--- src/rtl/bj_pkg.sv ---
// Shared encodings, constants and scoring helpers for the blackjack round sequencer.
package bj_pkg;

    localparam logic [3:0] ACE_RANK    = 4'd1;
    localparam logic [4:0] FACE_POINTS = 5'd10;
    localparam logic [4:0] BJ_TARGET   = 5'd21;
    localparam logic [4:0] SCORE_MAX   = 5'd31;

    // Internal sequencer states; each draw state owns exactly one card.
    typedef enum logic [3:0] {
        ST_IDLE    = 4'd0,
        ST_DEAL_P1 = 4'd1,
        ST_DEAL_D1 = 4'd2,
        ST_DEAL_P2 = 4'd3,
        ST_DEAL_D2 = 4'd4,
        ST_PLAYER  = 4'd5,
        ST_P_DRAW  = 4'd6,
        ST_DEALER  = 4'd7,
        ST_D_DRAW  = 4'd8,
        ST_RESULT  = 4'd9
    } state_e;

    // Externally visible game_state codes.
    typedef enum logic [2:0] {
        GS_IDLE    = 3'd0,
        GS_DEALING = 3'd1,
        GS_PLAYER  = 3'd2,
        GS_DEALER  = 3'd3,
        GS_P_WIN   = 3'd4,
        GS_D_WIN   = 3'd5,
        GS_PUSH    = 3'd6
    } gstate_e;

    // RNG ranks 0, 14 and 15 are not cards and must be retried.
    function automatic logic rank_valid(input logic [3:0] rank);
        return (rank >= 4'd1) && (rank <= 4'd13);
    endfunction

    // Ace counts 1 here; the soft +10 is applied by effective_total.
    function automatic logic [4:0] rank_points(input logic [3:0] rank);
        logic [4:0] pts;
        if (!rank_valid(rank))
            pts = 5'd0;
        else if (rank <= 4'd10)
            pts = {1'b0, rank};
        else
            pts = FACE_POINTS;
        return pts;
    endfunction

    // Raw total clamped to the 5-bit score range.
    function automatic logic [4:0] sat_total(input logic [5:0] sum);
        return (sum > {1'b0, SCORE_MAX}) ? SCORE_MAX : sum[4:0];
    endfunction

    // One ace is promoted to 11 whenever that does not bust the hand.
    function automatic logic [4:0] effective_total(input logic [4:0] raw, input logic ace);
        return (ace && (raw <= 5'd11)) ? (raw + FACE_POINTS) : raw;
    endfunction

    // Final outcome from the two effective totals (player bust handled earlier).
    function automatic gstate_e judge(input logic [4:0] p_eff, input logic [4:0] d_eff);
        gstate_e res;
        if (d_eff > BJ_TARGET)
            res = GS_P_WIN;
        else if (p_eff > d_eff)
            res = GS_P_WIN;
        else if (p_eff < d_eff)
            res = GS_D_WIN;
        else
            res = GS_PUSH;
        return res;
    endfunction

    // Collapse internal states onto the external game_state code.
    function automatic logic [2:0] state_to_gs(input state_e st, input gstate_e outcome);
        logic [2:0] gs;
        case (st)
            ST_DEAL_P1, ST_DEAL_D1,
            ST_DEAL_P2, ST_DEAL_D2: gs = GS_DEALING;
            ST_PLAYER, ST_P_DRAW:   gs = GS_PLAYER;
            ST_DEALER, ST_D_DRAW:   gs = GS_DEALER;
            ST_RESULT:              gs = outcome;
            default:                gs = GS_IDLE;
        endcase
        return gs;
    endfunction

endpackage

--- src/rtl/hand_accumulator.sv ---
// One blackjack hand: saturating raw total, ace flag, effective total and card count.
module hand_accumulator
    import bj_pkg::*;
#(
    parameter int MAX_CARDS = 11,
    parameter int CNT_W     = $clog2(MAX_CARDS + 1)
) (
    input  logic             clk,
    input  logic             reset,
    input  logic             clear_i,
    input  logic             add_i,
    input  logic [3:0]       rank_i,
    output logic [4:0]       raw_o,
    output logic             ace_o,
    output logic [4:0]       eff_o,
    output logic [CNT_W-1:0] count_o,
    output logic [4:0]       eff_next_o
);

    localparam logic [CNT_W-1:0] MAX_CNT = CNT_W'(MAX_CARDS);

    logic [4:0]       raw_q, raw_d;
    logic             ace_q, ace_d;
    logic [4:0]       eff_q, eff_d;
    logic [CNT_W-1:0] cnt_q, cnt_d;
    logic [5:0]       sum;

    // Next hand contents; a full hand silently drops further cards.
    always_comb begin
        raw_d = raw_q;
        ace_d = ace_q;
        cnt_d = cnt_q;
        sum   = {1'b0, raw_q} + {1'b0, rank_points(rank_i)};
        if (clear_i) begin
            raw_d = 5'd0;
            ace_d = 1'b0;
            cnt_d = '0;
        end else if (add_i && rank_valid(rank_i) && (cnt_q < MAX_CNT)) begin
            raw_d = sat_total(sum);
            ace_d = ace_q | (rank_i == ACE_RANK);
            cnt_d = cnt_q + CNT_W'(1);
        end
        eff_d = effective_total(raw_d, ace_d);
    end

    // Hand registers; effective total is registered alongside the raw total.
    always_ff @(posedge clk) begin
        if (reset) begin
            raw_q <= 5'd0;
            ace_q <= 1'b0;
            eff_q <= 5'd0;
            cnt_q <= '0;
        end else begin
            raw_q <= raw_d;
            ace_q <= ace_d;
            eff_q <= eff_d;
            cnt_q <= cnt_d;
        end
    end

    assign raw_o      = raw_q;
    assign ace_o      = ace_q;
    assign eff_o      = eff_q;
    assign count_o    = cnt_q;
    assign eff_next_o = eff_d;

endmodule

--- src/rtl/deal_sequencer.sv ---
// Blackjack round sequencer: deal, player turn, dealer draw-to-stand, result.
// Arbitrates the free-running card RNG between the player and dealer hands.
module deal_sequencer
    import bj_pkg::*;
#(
    parameter int DEALER_STAND = 17,
    parameter int MAX_CARDS    = 11
) (
    input  logic       clk,
    input  logic       reset,
    input  logic       deal_pressed,
    input  logic       hit_pressed,
    input  logic       stand_pressed,
    input  logic [3:0] card_value,
    output logic [4:0] player_score,
    output logic [4:0] dealer_score,
    output logic [2:0] game_state,
    output logic       show_dealer_first,
    output logic       card_taken,
    output logic       card_to_dealer
);

    localparam int               CNT_W     = $clog2(MAX_CARDS + 1);
    localparam logic [CNT_W-1:0] MAX_CNT   = CNT_W'(MAX_CARDS);
    localparam logic [4:0]       STAND_PTS = 5'(DEALER_STAND);

    state_e     state_q, state_d;
    gstate_e    outcome_q, outcome_d;
    logic       show_q, show_d;
    logic [2:0] gs_q, gs_d;
    logic       taken_q, to_dealer_q;

    logic             p_clear, p_add, d_clear, d_add;
    logic [4:0]       p_raw, p_eff, p_eff_next;
    logic [4:0]       d_raw, d_eff, d_eff_next;
    logic             p_ace, d_ace;
    logic [CNT_W-1:0] p_cnt, d_cnt;
    logic             card_ok;

    assign card_ok = rank_valid(card_value);

    hand_accumulator #(.MAX_CARDS(MAX_CARDS), .CNT_W(CNT_W)) u_player (
        .clk        (clk),
        .reset      (reset),
        .clear_i    (p_clear),
        .add_i      (p_add),
        .rank_i     (card_value),
        .raw_o      (p_raw),
        .ace_o      (p_ace),
        .eff_o      (p_eff),
        .count_o    (p_cnt),
        .eff_next_o (p_eff_next)
    );

    hand_accumulator #(.MAX_CARDS(MAX_CARDS), .CNT_W(CNT_W)) u_dealer (
        .clk        (clk),
        .reset      (reset),
        .clear_i    (d_clear),
        .add_i      (d_add),
        .rank_i     (card_value),
        .raw_o      (d_raw),
        .ace_o      (d_ace),
        .eff_o      (d_eff),
        .count_o    (d_cnt),
        .eff_next_o (d_eff_next)
    );

    // Raw/ace views and the dealer look-ahead are not needed for sequencing.
    logic unused_hand_bits;
    assign unused_hand_bits = ^{p_raw, p_ace, d_raw, d_ace, d_eff_next};

    // Next-state, hand control and outcome selection.
    always_comb begin
        state_d   = state_q;
        outcome_d = outcome_q;
        show_d    = show_q;
        p_clear   = 1'b0;
        d_clear   = 1'b0;
        p_add     = 1'b0;
        d_add     = 1'b0;
        case (state_q)
            ST_IDLE, ST_RESULT: begin
                if (deal_pressed) begin
                    p_clear   = 1'b1;
                    d_clear   = 1'b1;
                    show_d    = 1'b0;
                    outcome_d = GS_IDLE;
                    state_d   = ST_DEAL_P1;
                end
            end
            ST_DEAL_P1: begin
                if (card_ok) begin
                    p_add   = 1'b1;
                    state_d = ST_DEAL_D1;
                end
            end
            ST_DEAL_D1: begin
                if (card_ok) begin
                    d_add   = 1'b1;
                    state_d = ST_DEAL_P2;
                end
            end
            ST_DEAL_P2: begin
                if (card_ok) begin
                    p_add   = 1'b1;
                    show_d  = 1'b1;
                    state_d = ST_DEAL_D2;
                end
            end
            ST_DEAL_D2: begin
                // Player hand is already complete here, so the registered total decides.
                if (card_ok) begin
                    d_add = 1'b1;
                    if (p_eff == BJ_TARGET) begin
                        show_d  = 1'b0;
                        state_d = ST_DEALER;
                    end else begin
                        state_d = ST_PLAYER;
                    end
                end
            end
            ST_PLAYER: begin
                // Stand has priority over a simultaneous hit.
                if (stand_pressed) begin
                    show_d  = 1'b0;
                    state_d = ST_DEALER;
                end else if (hit_pressed && (p_cnt < MAX_CNT)) begin
                    state_d = ST_P_DRAW;
                end
            end
            ST_P_DRAW: begin
                // Judged on the total including the card being accepted now.
                if (card_ok) begin
                    p_add = 1'b1;
                    if (p_eff_next > BJ_TARGET) begin
                        show_d    = 1'b0;
                        outcome_d = GS_D_WIN;
                        state_d   = ST_RESULT;
                    end else if (p_eff_next == BJ_TARGET) begin
                        show_d  = 1'b0;
                        state_d = ST_DEALER;
                    end else begin
                        state_d = ST_PLAYER;
                    end
                end
            end
            ST_DEALER: begin
                if ((d_eff < STAND_PTS) && (d_cnt < MAX_CNT)) begin
                    state_d = ST_D_DRAW;
                end else begin
                    outcome_d = judge(p_eff, d_eff);
                    state_d   = ST_RESULT;
                end
            end
            ST_D_DRAW: begin
                if (card_ok) begin
                    d_add   = 1'b1;
                    state_d = ST_DEALER;
                end
            end
            default: begin
                state_d = ST_IDLE;
            end
        endcase
        gs_d = state_to_gs(state_d, outcome_d);
    end

    // State and registered outputs; reset aborts any round in progress.
    always_ff @(posedge clk) begin
        if (reset) begin
            state_q     <= ST_IDLE;
            outcome_q   <= GS_IDLE;
            show_q      <= 1'b0;
            gs_q        <= GS_IDLE;
            taken_q     <= 1'b0;
            to_dealer_q <= 1'b0;
        end else begin
            state_q     <= state_d;
            outcome_q   <= outcome_d;
            show_q      <= show_d;
            gs_q        <= gs_d;
            taken_q     <= p_add | d_add;
            to_dealer_q <= d_add;
        end
    end

    assign player_score      = p_eff;
    assign dealer_score      = d_eff;
    assign game_state        = gs_q;
    assign show_dealer_first = show_q;
    assign card_taken        = taken_q;
    assign card_to_dealer    = to_dealer_q;

endmodule

--- config.mk ---
export PLATFORM = sky130hd
export DESIGN_NAME = deal_sequencer
export DESIGN_NICKNAME = d
export VERILOG_FILES = /design/src/rtl/bj_pkg.sv /design/src/rtl/hand_accumulator.sv /design/src/rtl/deal_sequencer.sv
export SDC_FILE = /design/constraint.sdc
export NUM_CORES = 1
export LEC_CHECK = 0
export CAP_MARGIN = 30
export CORE_MARGIN = 2
export CORE_UTILIZATION = 40
export CTS_CLUSTER_DIAMETER = 150
export DETAILED_ROUTE_END_ITERATION = 10
export SYNTH_ARGS = -nofsm -noshare
export SYNTH_HDL_FRONTEND = slang
export SYNTH_HIERARCHICAL = 1
export SYNTH_SLANG_ARGS = --single-unit
--- constraint.sdc ---
create_clock -name clk -period 5 [get_ports clk]
set_input_delay 0.75 -clock clk [delete_from_list [all_inputs] [get_ports clk]]
set_output_delay 0.75 -clock clk [all_outputs]
set_load 0.02 [all_outputs]
==> metrics.md <==
| Metric | Value |
|---|---|
| Status | `finished clean` |
| DRC viols | `0` |
| PortBufs | `24` |
| Pwr/cell area | `about 500 nW/µm²` |
| Max_cap viols | `0` |
| Io pins | `25` |
| CP Capture Type | `flip-flop` |
| Final Worst Setup Slack | `approximately 0.3 ns` |
| Worst clock skew | `roughly 0.009 ns` |
| Vias per cell | `between 5 and 6` |
| Diode count | `0` |
| Peak supply drop | `roughly 230 µV` |
| Final-report max-slew violation count | `0` |
| CP Launch Type | `input port` |
| Reg2reg path depth | `22` |
| Hold-fix buffers, CTS | `0` |
| CORE AREA | `roughly 7600 µm²` |
| Clock Latency Late Sink | `~0.30 ns` |
| Min Tclk post-route | `about 4.7 ns` |
| Slew @ Worst Pin | `just under 0.6 ns` |
| Rel. slew slack | `around 60%` |
| Synth Cell Area | `3120 µm²` |
| Synth-to-Final Area Change | `23.9%` |
| Fmax | `approximately 210 MHz` |
| Syn_nets | `about 420` |
| Power Internal | `1120 µW` |
| Vias | `a little over 3000` |
| Worst Path Required | `5.22 ns` |
| Worst Hold Depth | `2` |
| Setup TNS | `0 ns` |
| Die W | `between 90 and 100 µm` |
| Antenna-violating nets left | `0` |
| Min-delay worst type | `reg2reg` |
| Min-delay src | `u_dealer/count_o[3]` |
| CP max stage delay | `about 0.48 ns` |
| Final HPWL DP | `between 6 and 7 mm` |
| GRT overflow | `0` |
| Syn. warnings | `6` |
| Setup violators final | `0` |
| Die Area | `8530 µm²` |
| CTS tree | `done` |
| First-pass GRT wire length | `between 10 and 15 mm` |
| Routed wire length | `between 8 and 9 mm` |
| CP startpoint | `card_value[0]` |
| Clk pwr share | `about 15%` |
| WS Path Type | `in2reg` |
| Row Count | `32` |
| Initial DRC count | `between 200 and 250` |
| Share of cells above drive strength 1 | `about 18%` |
| CTS Buffer Depth | `2` |
| Initial cell density of the core | `40.8%` |
| Initial antenna violation count | `0` |
| Mean post-synth cell area | `about 8.1 µm²` |
| Gr usage total | `around a fifth` |
| Final Cell Area | `3870 µm²` |
| LEAKAGE | `0.00156 µW` |
| Clk slew on worst S/H paths | `around 0.080 ns` |
| Wire per inst | `approximately 15 µm` |
| Post-place instance area | `~3700 µm²` |
| Largest net degree at the start of global routing | `30` |
| Critical path arrival | `4.92 ns` |
| Synth Instances | `385` |
| Switching Fraction | `42.9%` |
| CTS Sinks | `41` |
| Cells along the critical path | `clkdlybuf4s50_1, and2_1, ha_1, fa_1, inv_1, a311o_1, inv_1, ha_1, or3b_4, o211a_4, buf_4, a21oi_1, buf_4, a21o_1, nand4_1, buf_4, or2_2, and3_4, nand2_1, o22ai_1, a211oi_2` |
| Fin crit share | `~94%` |
| Fin nets | `about 470` |
| RSZ-0062 raised after global routing | `no` |
| Psw | `837 µW` |
| Die H | `just over 90 µm` |
| First drt pass iteration count | `4` |
| Sequential power share | `a little under a quarter` |
| Final Hold Fails | `0` |
| RR Startpoint | `state_q[2]` |
| Combinational share of power | `about three fifths` |
| CTS buffer count | `5` |
| CP max-delay cell | `fa_1` |
| Clock root buffer | `clkbuf_8` |
| Gpl congestion | `between 0.8 and 0.9` |
| Worst-path fanout max | `5` |
| Top cell by count, worst path | `buf_4` |
| H-tree Lvls | `2` |
| Number of global-route vias before repair | `between 2000 and 3000` |
| Worst slack at placement | `-0.382 ns` |
## registers in the layout, summed over array words and instances (netlist names), 3 cells and up
signal,count
game_state,3
outcome_q,3
state_q,4
u_dealer/count_o,4
u_dealer/eff_o,4
u_dealer/raw_o,5
u_player/count_o,4
u_player/eff_o,4
u_player/raw_o,5
## layer usage
metal | part of all wire, % | vias to the layer above | GRT usage, %
li1 | - | 1550 | -
met1 | 48 | 1409 | 26.9
met2 | 46 | 69 | 33.3
met3 | 4.7 | 5 | 3.34
met4 | 0.55 | 0 | 3.98
met5 | 0 | - | 0
## worst paths after layout
check / endpoint / slack, ns
hold reg to reg: u_dealer/count_o[3] / 0.50
setup reg to reg: game_state[0] / 0.72
hold / removal: u_dealer/count_o[3] / 0.50
setup / recovery: game_state[0] / 0.30
## per-stage QoR
step / total power (µW) / utilization [%] / hold WS [ns] / cells
floorplan: 1300 / - / 0.451 / 385
finish: 1950 / 50.6 / 0.504 / 546
global route: 2110 / 50.6 / 0.527 / 546
detailed placement: 1640 / 48.6 / 0.488 / 537
CTS: 1930 / 50.2 / 0.507 / 545
global placement: 1630 / 48.6 / 0.471 / 537
## repair_timing
item                                    in CTS  in global routing
pin swaps                                    0                  3
endpoints found under the setup margin       1                  4
setup buffers                                0                  1
gates resized for setup                      1                  5
## worst max-delay path, delay by kind of cell
kind                       cells  cell delay [ns]
AOI/OAI and AO/OA              6             1.05
adders and majority gates      3             0.82
buffers and inverters          6             1.06
and+or+nand+nor                6             1.24
## area by class of cell
class                   count  area, µm²
clock buffers               7       86.3
clock inverters             1       30.0
fillers                   739       3780
inverters                  21       78.8
multi-input cells         305       2140
flip-flops and latches     41        821
well taps                 102        128
repair buffers             69        586
## cell usage in the layout, fill, tap and decap left out, types with 3 or more instances in the layout
cell type	count
a211oi_1	4
a21boi_0	3
a21o_1	9
a21oi_1	24
a311o_1	4
a41oi_1	10
and2_1	4
and3_1	5
buf_4	45
clkbuf_8	6
clkdlybuf4s50_1	21
dfxtp_1	41
dlymetal6s2s_1	3
ha_1	19
inv_1	21
mux2i_1	3
nand2_1	22
nand2b_1	5
nand3_1	12
nand3b_1	4
nand4_1	3
nor2_1	50
nor2b_1	7
nor3_1	8
nor3b_1	3
o21a_1	8
o21ai_0	14
o22ai_1	5
or2_2	4
or4_4	3
xnor2_1	9
## power by group through the flow
stage	sequential (µW)	combinational, µW	clock [µW]
floorplan	480	824	0
global placement	469	1160	0
detailed placement	469	1170	0
CTS	461	1180	292
global route	472	1330	307
finish	460	1210	286
(Power assumes the default switching activity.)
